**src/rtl/adder_flit_gen_if.sv**
```systemverilog
// Flit bus between the adder_flit_gen traffic generator and the adder under test.
// The generator drives the operands, valid and status; the consumer drives ready
// and start.
interface adder_flit_gen_if #(
    parameter int N       = 18,
    parameter int PAYLOAD = 20,
    parameter int NUM_PKT = 10
);
    localparam int PW = $clog2(NUM_PKT + 1);
    localparam int FW = $clog2(PAYLOAD + 1);

    logic          start;
    logic          ready;
    logic [N-1:0]  input1;
    logic [N-1:0]  input2;
    logic          valid;
    logic          busy;
    logic          done;
    logic [PW-1:0] pkt_cnt;
    logic [FW-1:0] flit_cnt;

    modport master (
        input  start, ready,
        output input1, input2, valid, busy, done, pkt_cnt, flit_cnt
    );

    modport slave (
        output start, ready,
        input  input1, input2, valid, busy, done, pkt_cnt, flit_cnt
    );
endinterface

```
**src/rtl/adder_flit_gen.sv**
```systemverilog
// adder_flit_gen: deterministic flit generator feeding the adder's two operands.
// Packets of PAYLOAD flits cycle through P1, P2, P0, ... followed by GAP idle
// cycles; NUM_PKT packets make one run, closed by a one-cycle done pulse.
// Optional build macro ADDER_FLIT_GEN_GAP_ZERO_EN: when defined, the operands are
// driven to zero whenever no packet is being sent (GAP, IDLE, DONE).
module adder_flit_gen #(
    parameter int N       = 18,
    parameter int PAYLOAD = 20,
    parameter int GAP     = 7,
    parameter int NUM_PKT = 10,
    parameter int ONES    = 24
) (
    input  logic               clk,
    input  logic               rst_n,
    adder_flit_gen_if.master   bus
);
    localparam int W  = 2 * N;
    localparam int PW = $clog2(NUM_PKT + 1);
    localparam int FW = $clog2(PAYLOAD + 1);
    localparam int GW = (GAP > 1) ? $clog2(GAP) : 1;

    localparam logic [W-1:0] ALL_ONES = {W{1'b1}};
    localparam logic [W-1:0] PAT_P1   = ~(ALL_ONES >> ONES);
    localparam logic [W-1:0] PAT_P2   = ~(ALL_ONES << ONES);

    localparam logic [1:0] S_IDLE = 2'd0;
    localparam logic [1:0] S_SEND = 2'd1;
    localparam logic [1:0] S_GAP  = 2'd2;
    localparam logic [1:0] S_DONE = 2'd3;

    // Flit value for a pattern index.
    function automatic logic [W-1:0] pattern(input logic [1:0] idx);
        case (idx)
            2'd1:    return PAT_P1;
            2'd2:    return PAT_P2;
            default: return {W{1'b0}};
        endcase
    endfunction

    // Pattern index sequence P0 -> P1 -> P2 -> P0.
    function automatic logic [1:0] next_idx(input logic [1:0] idx);
        if (idx == 2'd2) begin
            return 2'd0;
        end else begin
            return idx + 2'd1;
        end
    endfunction

    logic [1:0]    state_q, state_d;
    logic [W-1:0]  flit_q, flit_d, flit_nxt_s;
    logic          valid_q, valid_d;
    logic          busy_q, busy_d;
    logic          done_q, done_d;
    logic [PW-1:0] pkt_q, pkt_d;
    logic [FW-1:0] fcnt_q, fcnt_d;
    logic [1:0]    idx_q, idx_d, nidx_s;
    logic [GW-1:0] gcnt_q, gcnt_d;

    // Next-state logic: run sequencing, pattern stepping and counters.
    always_comb begin
        state_d    = state_q;
        flit_nxt_s = flit_q;
        valid_d    = valid_q;
        busy_d     = busy_q;
        done_d     = 1'b0;
        pkt_d      = pkt_q;
        fcnt_d     = fcnt_q;
        idx_d      = idx_q;
        gcnt_d     = gcnt_q;
        nidx_s     = next_idx(idx_q);

        case (state_q)
            S_IDLE: begin
                if (bus.start) begin
                    state_d    = S_SEND;
                    idx_d      = 2'd1;
                    flit_nxt_s = PAT_P1;
                    valid_d    = 1'b1;
                    busy_d     = 1'b1;
                    pkt_d      = {PW{1'b0}};
                    fcnt_d     = {FW{1'b0}};
                end else begin
                    state_d = S_IDLE;
                end
            end
            S_SEND: begin
                if (valid_q && bus.ready) begin
                    if (int'(fcnt_q) == PAYLOAD - 1) begin
                        // Last flit of the packet accepted.
                        fcnt_d = {FW{1'b0}};
                        pkt_d  = pkt_q + {{(PW-1){1'b0}}, 1'b1};
                        gcnt_d = {GW{1'b0}};
                        if (GAP == 0) begin
                            if (int'(pkt_q) + 1 < NUM_PKT) begin
                                idx_d      = 2'd1;
                                flit_nxt_s = PAT_P1;
                                valid_d    = 1'b1;
                            end else begin
                                valid_d = 1'b0;
                                state_d = S_DONE;
                                done_d  = 1'b1;
                                busy_d  = 1'b0;
                            end
                        end else begin
                            valid_d = 1'b0;
                            state_d = S_GAP;
                        end
                    end else begin
                        fcnt_d     = fcnt_q + {{(FW-1){1'b0}}, 1'b1};
                        idx_d      = nidx_s;
                        flit_nxt_s = pattern(nidx_s);
                    end
                end else begin
                    // Stall or no flit: hold everything.
                    state_d = S_SEND;
                end
            end
            S_GAP: begin
                if (int'(gcnt_q) == GAP - 1) begin
                    gcnt_d = {GW{1'b0}};
                    if (int'(pkt_q) < NUM_PKT) begin
                        state_d    = S_SEND;
                        idx_d      = 2'd1;
                        flit_nxt_s = PAT_P1;
                        valid_d    = 1'b1;
                    end else begin
                        state_d = S_DONE;
                        done_d  = 1'b1;
                        busy_d  = 1'b0;
                    end
                end else begin
                    gcnt_d = gcnt_q + {{(GW-1){1'b0}}, 1'b1};
                end
            end
            S_DONE: begin
                state_d = S_IDLE;
            end
            default: begin
                state_d = S_IDLE;
                valid_d = 1'b0;
                busy_d  = 1'b0;
            end
        endcase
    end

    // Operand value outside packets: zeroed or held depending on the build.
    always_comb begin
`ifdef ADDER_FLIT_GEN_GAP_ZERO_EN
        if (state_d == S_SEND) begin
            flit_d = flit_nxt_s;
        end else begin
            flit_d = {W{1'b0}};
        end
`else
        flit_d = flit_nxt_s;
`endif
    end

    // State and output registers with asynchronous reset.
    always_ff @(posedge clk or negedge rst_n) begin
        if (!rst_n) begin
            state_q <= S_IDLE;
            flit_q  <= {W{1'b0}};
            valid_q <= 1'b0;
            busy_q  <= 1'b0;
            done_q  <= 1'b0;
            pkt_q   <= {PW{1'b0}};
            fcnt_q  <= {FW{1'b0}};
            idx_q   <= 2'd0;
            gcnt_q  <= {GW{1'b0}};
        end else begin
            state_q <= state_d;
            flit_q  <= flit_d;
            valid_q <= valid_d;
            busy_q  <= busy_d;
            done_q  <= done_d;
            pkt_q   <= pkt_d;
            fcnt_q  <= fcnt_d;
            idx_q   <= idx_d;
            gcnt_q  <= gcnt_d;
        end
    end

    assign bus.input1   = flit_q[N-1:0];
    assign bus.input2   = flit_q[W-1:N];
    assign bus.valid    = valid_q;
    assign bus.busy     = busy_q;
    assign bus.done     = done_q;
    assign bus.pkt_cnt  = pkt_q;
    assign bus.flit_cnt = fcnt_q;
endmodule

```
**src/flat_wrapper.sv**
```systemverilog
// flat-port wrapper written by rule: the top's interface ports become plain ports
module adder_flit_gen_flat 
#(
    parameter int N       = 18,
    parameter int PAYLOAD = 20,
    parameter int GAP     = 7,
    parameter int NUM_PKT = 10,
    parameter int ONES    = 24
)
  (clk, rst_n, bus_start, bus_ready, bus_input1, bus_input2, bus_valid, bus_busy, bus_done, bus_pkt_cnt, bus_flit_cnt);
  adder_flit_gen_if #(.N(N), .PAYLOAD(PAYLOAD), .NUM_PKT(NUM_PKT)) bus_i ();
  input  logic clk;
  input  logic rst_n;
  input wire logic [$bits(bus_i.start)-1:0] bus_start;
  input wire logic [$bits(bus_i.ready)-1:0] bus_ready;
  output wire logic [$bits(bus_i.input1)-1:0] bus_input1;
  output wire logic [$bits(bus_i.input2)-1:0] bus_input2;
  output wire logic [$bits(bus_i.valid)-1:0] bus_valid;
  output wire logic [$bits(bus_i.busy)-1:0] bus_busy;
  output wire logic [$bits(bus_i.done)-1:0] bus_done;
  output wire logic [$bits(bus_i.pkt_cnt)-1:0] bus_pkt_cnt;
  output wire logic [$bits(bus_i.flit_cnt)-1:0] bus_flit_cnt;
  assign bus_i.start = bus_start;
  assign bus_i.ready = bus_ready;
  assign bus_input1 = bus_i.input1;
  assign bus_input2 = bus_i.input2;
  assign bus_valid = bus_i.valid;
  assign bus_busy = bus_i.busy;
  assign bus_done = bus_i.done;
  assign bus_pkt_cnt = bus_i.pkt_cnt;
  assign bus_flit_cnt = bus_i.flit_cnt;
  adder_flit_gen #(.N(N), .PAYLOAD(PAYLOAD), .GAP(GAP), .NUM_PKT(NUM_PKT), .ONES(ONES)) u_core (.clk(clk), .rst_n(rst_n), .bus(bus_i));
endmodule
```
**config.mk**
```make
export PLATFORM = sky130hd
export DESIGN_NAME = adder_flit_gen_flat
export DESIGN_NICKNAME = d
export VERILOG_FILES = /design/src/rtl/adder_flit_gen_if.sv /design/src/rtl/adder_flit_gen.sv /design/src/flat_wrapper.sv
export SDC_FILE = /design/constraint.sdc
export NUM_CORES = 1
export LEC_CHECK = 0
export ABC_AREA = 1
export CORE_MARGIN = 4
export CORE_UTILIZATION = 45
export CTS_BUF_LIST = sky130_fd_sc_hd__clkbuf_8
export DETAILED_ROUTE_END_ITERATION = 6
export GPL_ROUTABILITY_DRIVEN = 1
export HOLD_SLACK_MARGIN = 0.06
export PLACE_DENSITY = 0.81
export SYNTH_ARGS = -nofsm -noshare
export SYNTH_HDL_FRONTEND = slang
export SYNTH_SLANG_ARGS = --single-unit
```
**constraint.sdc**
```tcl
create_clock -name clk -period 1.7 [get_ports clk]
set_input_delay 0.34 -clock clk [delete_from_list [all_inputs] [get_ports clk]]
set_output_delay 0.34 -clock clk [all_outputs]
set_load 0.02 [all_outputs]
```
# [Word level (Yosys, flattened, before mapping)]
# Cells that the tools add are included.
[word_totals] reg_bits=55 input_bits=4 output_inout_bits=48 word_cells=87
[classes] add_sub_neg=4 n_lt_le_gt_ge=1 n_eq_ne=16 mux=44 n_reduce_logical=13
[ops] cell="36-bit 2-to-1 mux" count=5
[ops] cell="36-bit case mux with 3 select lines" count=1
[ops] cell="36-bit case mux with 2 select lines" count=1
[ops] cell="2-bit 2-to-1 mux" count=10
[ops] cell="5-bit 2-to-1 mux" count=3
[ops] cell="4-bit 2-to-1 mux" count=3
[ops] cell="6-bit AND reduction" count=2
[ops] cell="1-bit 2-to-1 mux" count=11
[ops] cell="5-bit case mux with 2 select lines" count=1
[ops] cell="3-bit 2-to-1 mux" count=3
[ops] cell="2-bit == test (second input constant)" count=4
[ops] cell="2-bit by 1-bit inequality test with 1-bit output (second input constant)" count=4
[ops] cell="2-bit case mux with 4 select lines" count=1
[ops] cell="4-bit case mux with 2 select lines" count=1
[ops] cell="4-bit AND reduction" count=2
[ops] cell="2-bit inequality test (second input constant)" count=3
[ops] cell="2-bit case mux with 3 select lines" count=1
[ops] cell="3-bit case mux with 2 select lines" count=1
[ops] cell="3-bit AND reduction" count=2
[ops] cell="2-bit nonzero test" count=3
[ops] cell="5-bit by 1-bit adder with 5-bit output (second input constant)" count=1
[ops] cell="5-bit == test (second input constant)" count=1
[ops] cell="4-bit by 1-bit adder with 4-bit output (second input constant)" count=1
[ops] cell="2-bit by 1-bit == test with 1-bit output (second input constant)" count=2
[ops] cell="11 further kinds" count=11

# [Logic depth before layout (Yosys ltp)]
# Gate-level depths: netlist of run 1.
[logic_depth] ltp_word=7 depth_mapped=9 ltp_nobuf=9

# [Worst setup path before layout of run 1]
# Ideal clock, no wire load.
[synth_path] path_kind="register to register" from="register u_core.fcnt_q[0] (netlist: u_core.bus.flit_cnt[0])" to="register u_core.gcnt_q[2]" setup_ns=0.128 arrival_ns=1.263 t_required_ns=1.572 slack_ns=0.309 stages_incl_launch_ff=9 path_buffers=0 period_less_slack_ns=1.391 cell_sequence="dfrtp_1 > ha_1 > nand2_1 > inv_1 > nand2_1 > nand2_1 > o21ai_0 > nand2_1 > o21ai_0"
[synth_between] elab_chain_cells=3
[synth_rtl] element="start: declaration" line_no="adder_flit_gen.sv:55" text="logic [FW-1:0] fcnt_q, fcnt_d;"
[synth_rtl] element="start signal: assignment" line_no="adder_flit_gen.sv:168" text="fcnt_q <= {FW{1'b0}};"
[synth_rtl] element="start signal: assignment" line_no="adder_flit_gen.sv:178" text="fcnt_q <= fcnt_d;"
[synth_rtl] element="5-bit == test" line_no="adder_flit_gen.sv:88" text="if (int'(fcnt_q) == PAYLOAD - 1) begin"
[synth_rtl] element="2-bit by 1-bit inequality test with 1-bit output (no source line)"
[synth_rtl] element="3-bit AND reduction (no source line)"
[synth_rtl] element="end signal: assignment" line_no="adder_flit_gen.sv:170" text="gcnt_q <= {GW{1'b0}};"
[synth_rtl] element="end signal: assignment" line_no="adder_flit_gen.sv:180" text="gcnt_q <= gcnt_d;"
[synth_rtl] element="end: declaration" line_no="adder_flit_gen.sv:57" text="logic [GW-1:0] gcnt_q, gcnt_d;"
# Every way passes these cells.
# A chain may end at the register's enable or synchronous reset.

# [Final worst setup path of run 1]
[layout_path] from="register u_core.pkt_q[1] (netlist: u_core.bus.pkt_cnt[1])" to="output bus_pkt_cnt[1]"
[layout_lines] element="start: declaration" line_no="adder_flit_gen.sv:54" text="logic [PW-1:0] pkt_q, pkt_d;"
[layout_lines] element="start signal: assignment" line_no="adder_flit_gen.sv:167" text="pkt_q <= {PW{1'b0}};"
[layout_lines] element="start signal: assignment" line_no="adder_flit_gen.sv:177" text="pkt_q <= pkt_d;"
[layout_lines] element="end: declaration" line_no="flat_wrapper.sv:21" text="output wire logic [$bits(bus_i.pkt_cnt)-1:0] bus_pkt_cnt;"
# No word-level cell between the ends.

==> flow_summary.ini, run 1 <==
[route]
dr.pass1.iters = 4
routed_wl_um = 2810
first_iter_violations = 18
final_antenna_net_count = 0
vias = 1150
viasPerCell = 4.85
drc = 0
wl_per_cell_um = 11.9

[timing]
slew_viol_final = 0
fin_crit_ns = 1.65
min_period_over_period = 0.969
tightest_slew_ns = 0.352
finalHoldViolations = 0
fmaxAchievable_mhz = 607
finalClockSkew_ns = 0.00146
fin_ws_ns = 0.0532
relSlewSlack = 0.763
setup_viol = 0
rsz0062_at_grt = no
setup_tns_ns = 0
holdWs_ns = 0.422

[die]
die_x_um = 63.3
io_pins = 52
die_y_um = 63.3
die_area_mm2 = 0.00401
rows = 19
core_area_mm2 = 0.00283
initial_utilization = 0.487

[synthesis]
syn-num-nets = 188
synth_edf_count = 0
yosysWarnings = 0
synth.area.top_cells = dfrtp_1, buf_4, nand2_1
synth_top_family_by_area = simple AND/OR/NAND/NOR gates
synth-compound-area-share = 0.0690
synthXorXnorAreaFrac = 0.0191
ys.flop_type = dfrtp_1
synth_mux_area_frac = 0
synth_fa_ha_area_frac = 0.0182
netlist_area_mm2 = 0.00138
yosys.cell_count.top_type = nand2_1
ys_seq_elements = 22
synth_largest_area_cell = dfrtp_1
ys_seq_area_frac = 0.400
async_flop_share = 1.00
yosysTopAreaCellShare = 0.400
avgSynthCellArea_um2 = 7.57
ys_top_cells_by_count = nand2_1, buf_4, dfrtp_1
synth-simple-area-share = 0.272
synth.distinct_cells = 21
syn_inst = 182

[global_routing]
overflow = 0
antenna_found_initial = 0
grt_pass1_wl_um = 4770
grt.total_usage = 0.142
grt_pass1_vias = 1086
grt_max_degree = 23

[finish]
fin_cells = 237
area_growth_pct = 30.0
drive_above_1_share = 0.0922
fillCellCount = 243
diodes = 0
final_util = 0.633
final_nets = 214

[setup_path]
crit_arrival_ns = 1.31
cp_num_buf_inv = 1
crit_path_cell_trace = clkdlybuf4s50_1
cp.required_ns = 1.36
startpoint_type = flop
crit_family = buffers and inverters
critPathMaxStageDelay_ns = 0.63
cp_slowest_cell = clkdlybuf4s50_1
regToRegSetupSlack_ns = 0.23
timing.critical_path.fanout_max = 5
endpoint_kind = primary output
crit_type = flop to primary output

[clocking]
cts-buffers-inserted = 3
htree_levels = 1
root_buffer = clkbuf_8
clkTransAtPathRegs_ns = 0.08
cts_setup_buffers = 0
clock_sinks = 22
clkLatencyLatePin_ns = 0.26
cts_tree = built
clockBufferDepth = 2

[placement]
port_buffers = 51
hpwl_um = 2090
place_congestion = 0.847
dp.cells = 234
post-place-ws_ns = 0.00739

[hold_path]
hp-class = primary input to asynchronous set/reset pin

[job]
drv_cap = 0

[run_status]
status = complete, no violations

[power]
leakage_nw = 1.13
ir_drop_v = 0.000838
powerDensity_mw_per_mm2 = 1770
## layer usage
layer / routed length, um / GRT usage / up-vias
met5: 0 / 0 / -
met1: 1240 / 0.177 / 506
met3: 252 / 0.0409 / 6
met2: 1280 / 0.235 / 47
met4: 38 / 0.0458 / 0
li1: - / - / 591
## where the power goes
part / switching (mW) / total, mW / internal (mW)
Sequential: 0.207 / 0.887 / 0.679
Combinational: 1.15 / 1.97 / 0.817
Clock: 0.162 / 0.320 / 0.158
Total: 1.52 / 3.17 / 1.65
## per-stage QoR
step | total power, mW | cell area, um2
6_report | 3.17 | 1790
3_5_place_dp | 3.02 | 1700
5_1_grt | 3.40 | 1790
3_3_place_gp | 2.99 | 1700
4_1_cts | 3.23 | 1730
2_1_floorplan | 2.49 | 1380
## placed cells by master (no fill, tap or decap), types with 3 or more instances in the layout
master            n
clkbuf_8          3
nor2_1           17
inv_2             4
dlymetal6s2s_1   24
o21ai_0           4
nand2_2           3
inv_1             9
dlygate4sd2_1    15
dfrtp_2           3
clkdlybuf4s50_1  12
nand3_1          15
buf_4             4
dfrtp_1          19
nand2_1          51
a21oi_1           7
## logic make-up (layout without fill, tap and decap cells)
kind of cell / after synthesis / count (layout)
AND/OR/NAND/NOR: 90 / 90
adder cells (fa/ha/maj): 2 / 2
flip-flops: 22 / 22
buffers and inverters: 48 / 72
AO/OA/AOI/OAI: 17 / 17
XOR/XNOR: 3 / 3
## layout make-up
cell class	instances	area [um2]	area share
inverters	14	52.6	0.0294
flip-flops and latches	22	554	0.310
multi-input cells	112	522	0.291
well taps	31	38.8	0.0217
repair buffers	55	582	0.325
clock buffers	3	41.3	0.0231
## final timing paths
path,start,end,cells after the start
max,u_core.bus.pkt_cnt[1],bus_pkt_cnt[1],1
min,rst_n,u_core.bus.flit_cnt[3],2
max reg2reg,u_core.bus.flit_cnt[0],u_core.gcnt_q[2],8
min reg2reg,u_core.bus.valid,u_core.bus.valid,2
max in group asynchronous,rst_n,u_core.flit_q[34],2
min in group clk,u_core.bus.valid,u_core.bus.valid,2
## registers in the layout, summed over array words and instances (netlist names)
name                 flops
u_core.bus.flit_cnt      5
u_core.bus.pkt_cnt       4
u_core.flit_q            3
u_core.gcnt_q            3
u_core.idx_q             2
u_core.state_q           2
u_core.bus.busy          1
u_core.bus.done          1
u_core.bus.valid         1
## repair_timing
item,4_1_cts,5_1_grt
cloned,0,0
resized for setup,18,24
endpoints found under the setup margin,36,24
hold buffers,0,0
No activity file was read; power rests on OpenSTA's default activity.
==> run 2, diff against run 1 <==
--- a/config.mk
+++ b/config.mk
@@ -6,7 +6,6 @@
 export NUM_CORES = 1
 export LEC_CHECK = 0
 export ABC_AREA = 1
-export CORE_MARGIN = 4
 export CORE_UTILIZATION = 45
 export CTS_BUF_LIST = sky130_fd_sc_hd__clkbuf_8
 export DETAILED_ROUTE_END_ITERATION = 6
==> run 2 against run 1 <==
Largest cell class unchanged. Via count is 1.7% higher. The run now ends with DRC left. Register-to-register slack hardly changed. Flip-flop and latch count stayed put. Fmax hardly changed. Critical endpoint is now bus_pkt_cnt[3].
==> flow_summary.ini, run 2 (synthesis results as in run 1) <==
[run_status]
status = finished, violations left
failed_checks = DRC

[job]
drv_cap = 0

[setup_path]
r2r_cells = 8
crit_family = buffers and inverters
crit_type = flop to primary output
worstReg2RegEnd = u_core.gcnt_q[1]
cp.required_ns = 1.36
reg2reg_from = u_core.bus.flit_cnt[0]
endpoint_kind = primary output
cp_num_buf_inv = 1
crit_path_cell_trace = clkdlybuf4s50_1
startpoint_type = flop
critPathMaxStageDelay_ns = 0.63
cp_slowest_cell = clkdlybuf4s50_1
crit_arrival_ns = 1.31
timing.critical_path.fanout_max = 4
regToRegSetupSlack_ns = 0.22

[timing]
setup_viol = 0
rsz0062_at_grt = no
fin_ws_ns = 0.0536
slew_viol_final = 0
finalClockSkew_ns = 0.00298
setup_tns_ns = 0
fin_crit_ns = 1.65
tightest_slew_ns = 0.384
min_period_over_period = 0.968
relSlewSlack = 0.741
finalHoldViolations = 0
holdWs_ns = 0.417
fmaxAchievable_mhz = 607

[die]
core_area_mm2 = 0.00283
rows = 19
die_y_um = 57.3
die_x_um = 57.3
io_pins = 52
initial_utilization = 0.487
die_area_mm2 = 0.00329

[global_routing]
grt_pass1_wl_um = 4670
grt_max_degree = 23
antenna_found_initial = 0
grt.total_usage = 0.182
grt_pass1_vias = 1039
overflow = 0

[finish]
stdcell_area_mm2 = 0.00179
area_growth_pct = 30.0
final_common_cell = nand2_1
final_nets = 216
mostFrequentLayoutCells = nand2_1, dlymetal6s2s_1, dlygate4sd2_1, dfrtp_1, nor2_1
drive_above_1_share = 0.101
diodes = 0
largest_reg_flops = 5

[power]
ir_drop_v = 0.000774
internal_power_mw = 1.67
leakage_nw = 1.08
switchingPower_mw = 1.51
p_total_mw = 3.18
pwr-share-seq = 0.281
powerDensity_mw_per_mm2 = 1770
p_comb_frac = 0.620
p_sw_frac = 0.475
p_clk_frac = 0.100

[route]
drc = 12
dr.pass1.iters = 7
final_antenna_net_count = 0
routed_wl_um = 2690
wl_per_cell_um = 11.3
viasPerCell = 4.89
vias = 1169
first_iter_violations = 36

[clocking]
cts_tree = built
cts_setup_buffers = 0
clockBufferDepth = 2
cts_resized = 22
clock_sinks = 22
clkTransAtPathRegs_ns = 0.07
cts_hold_buf = 0
root_buffer = clkbuf_8
clkLatencyLatePin_ns = 0.26
cts-buffers-inserted = 3
htree_levels = 1

[placement]
dpl_cell_area_mm2 = 0.00172
hpwl_um = 2030
port_buffers = 51
place_congestion = 0.804
post-place-ws_ns = 0.0320

[hold_path]
hp-class = primary input to asynchronous set/reset pin
## run 2: changes by cell type in the layout (fill, tap and decap cells not counted), sizes merged
cell,previous run,this run
dlygate4sd2,15,19
dlymetal6s2s,24,20
buf,4,6
## run 2: cell type report
| class | instances | area, um2 |
|---|---|---|
| well taps | 31 | 38.8 |
| clock buffers | 3 | 41.3 |
| repair buffers | 57 | 582 |
| fillers | 249 | 1040 |
| flip-flops and latches | 22 | 554 |
| multi-input cells | 112 | 522 |
| inverters | 14 | 52.6 |
## run 2: power groups by stage
stage               combinational [mW]  clock (mW)  sequential, mW
floorplan                         1.54           0           0.950
global placement                  2.10           0           0.906
detailed placement                2.14           0           0.915
CTS                               2.02       0.322           0.904
global route                      2.15       0.344           0.943
finish                            1.97       0.317           0.891
## run 2: per-layer routing
metal  wire, um  share of wire  GRT usage  vias to the layer above
met5          0              0          0                        -
met3        188          0.070     0.0317                        4
met4         28          0.010     0.0523                        0
met2       1300           0.48      0.313                       42
met1       1180           0.44      0.236                      527
li1           -              -          -                      596
## run 2: worst max path at each step
stage          cells after the start  slack [ns]              startpoint           endpoint
5_1_grt                            1       0.002   u_core.bus.pkt_cnt[3]     bus_pkt_cnt[3]
3_3_place_gp                       8        0.05               bus_ready  u_core.flit_q[34]
4_1_cts                            1      0.0001       u_core.flit_q[23]     bus_input1[13]
6_report                           1        0.05   u_core.bus.pkt_cnt[3]     bus_pkt_cnt[3]
3_5_place_dp                       8        0.03               bus_ready  u_core.flit_q[34]
2_1_floorplan                      8        0.31  u_core.bus.flit_cnt[0]   u_core.gcnt_q[2]
## run 2: metrics by stage
step,util,cells
floorplan,-,182
global placement,0.608,236
detailed placement,0.608,236
CTS,0.615,239
global route,0.633,239
finish,0.633,239
==> patch (settings of run 2) <==
`GAP` is set to 7 in 2 places; all go to 8.
--- a/src/rtl/adder_flit_gen.sv
+++ b/src/rtl/adder_flit_gen.sv
@@ -8,3 +8,3 @@
     parameter int PAYLOAD = 20,
-    parameter int GAP     = 7,
+    parameter int GAP     = 8,
     parameter int NUM_PKT = 10,
--- a/src/flat_wrapper.sv
+++ b/src/flat_wrapper.sv
@@ -5,3 +5,3 @@
     parameter int PAYLOAD = 20,
-    parameter int GAP     = 7,
+    parameter int GAP     = 8,
     parameter int NUM_PKT = 10,
Behaviour: no difference found for any inputs over 10 cycles, from zero or initial values and one cycle with rst_n low; that may be too few to reach the edited logic, so the function may still have changed.
==> patch against run 2 <==
The run still ends with DRC left. Synthesized area up 0.64%. Synthesized cell count down 3.8%. Cell area down 1.3%. Setup slack better by 0.020 ns. Register-to-register slack worse by 0.03 ns. Sequential cell count unchanged. Non-clock buffer count down 4. Routed wire length up 10%.
Power is left out: it rests on default switching activity, and per cell area and clock period it moved more than threefold.
==> patch: results (changes against run 2) <==
{| class="wikitable"
! Metric !! Value
|-
| Fraction of layout instances using a drive strength above 1 || 0.116 (+0.0146)
|-
| Min Clock Period, post-route || 1.63 ns (-0.0205 ns)
|-
| Largest register FFs || 5 (unchanged)
|-
| Outcome || complete, but fails checks
|-
| Capturing element of the worst setup path || bus_flit_cnt[4]
|-
| Fraction of met3 tracks used by global routing || 0.0363 (+0.00454)
|-
| Global-route total usage across every layer || 0.191 (+0.00948)
|-
| Reg-to-Reg End || u_core.bus.valid
|-
| Maximum clock path buffer count || 2 (unchanged)
|-
| Sequential share of the synthesized area || 0.397 (-0.00252)
|-
| Wire length of the first global-routing pass || 4.95 mm (+6.1%)
|-
| Non-filler cells, final || 230 (-3.8%)
|-
| Routed metal-1 wirelength || 1.19 mm (+0.51%)
|-
| Slew at the pin with the worst max-slew slack || 0.283 ns (-0.101 ns)
|-
| Vias in the first global route || 1,125 (+8.3%)
|-
| Highest routing layer actually used || met4
|-
| Synthesized Nets || 183 (-2.7%)
|-
| Final-layout fill cell count || 258 (+3.6%)
|-
| Gpl congestion || 0.929 (+15%)
|-
| Parity-gate share of the synthesized area counting xor and xnor cells || 0.0126 (-0.00644)
|-
| Met1 routing resource usage after global routing || 0.230 (-0.00582)
|-
| Synth Area in Compound Gates || 0.0650 (-0.00405)
|-
| Violation count after the first detailed-routing iteration || 50 (+39%)
|-
| Met3 wirelength from detailed routing || 240 µm (+28%)
|-
| Synthesized area per cell || 7.92 µm² (+4.7%)
|-
| Clk_skew || 0.00430 ns (+0.00132 ns)
|-
| Via total after detailed routing || 1,164 (-0.43%)
|-
| Cell count after placement || 226 (-4.2%)
|-
| Commonest cells in the synthesized netlist || nand2_1, buf_4, dfrtp_1, nand3_1, nor2_1
|-
| Crit path max-delay family || buffers and inverters
|-
| CTS clock-pin slew for the worst setup and hold paths || 0.08 ns
|-
| Startpoint of the lowest-slack register-to-register path || u_core.gcnt_q[0]
|-
| DR WL met2 || 1.50 mm (+16%)
|-
| Nets || 208 (-3.7%)
|-
| Register-to-register path setup slack || 0.19 ns (-0.03 ns)
|-
| Area after detailed placement || 1700 µm² (-0.95%)
|-
| Final routed DRC violation total || 8 (-4)
|-
| Detail-routed net length per standard cell || 12.9 µm (+14%)
|-
| Detailed-placement wirelength estimate || 2.24 mm (+10%)
|-
| Pre-antenna DRT Iters || 7 (unchanged)
|-
| Final hold slack || 0.428 ns (+0.0108 ns)
|-
| Met2 demand-to-capacity share in global routing || 0.346 (+0.0329)
|-
| Post-synthesis cell type count || 20 (-4.8%)
|-
| Synth top area cells || dfrtp_1, buf_4, nand2_1
|-
| Adder-Cell Fraction of Synth Area || 0.0361 (+0.0179)
|-
| Violations in the final reports || DRC
|}
==> patch: changes by cell type in the layout (fill, tap and decap cells not counted), moves of 3 or more <==
cell | run 2 | this run
buf_4 | 6 | 2
dlygate4sd2_1 | 19 | 31
clkdlybuf4s50_1 | 12 | 9
inv_1 | 9 | 6
dlymetal6s2s_1 | 20 | 11
nand2_1 | 51 | 47
==> patch: repair_timing <==
| item | CTS | global route |
|---|---|---|
| endpoints found under the setup margin | 36 | 11 |
| cloned | 0 | 0 |
| resized for setup | 34 | 11 |
==> patch: cell type report <==
cell class | instances | area, µm² | share of cell area
Timing Repair Buffer | 53 | 514 | 0.291
Inverter | 12 | 45.0 | 0.0255
Clock buffer | 3 | 41.3 | 0.0234
Multi-Input combinational cell | 108 | 543 | 0.307
Tap cell | 31 | 38.8 | 0.0220
Clock inverter | 1 | 30.0 | 0.0170
Sequential cell | 22 | 554 | 0.314
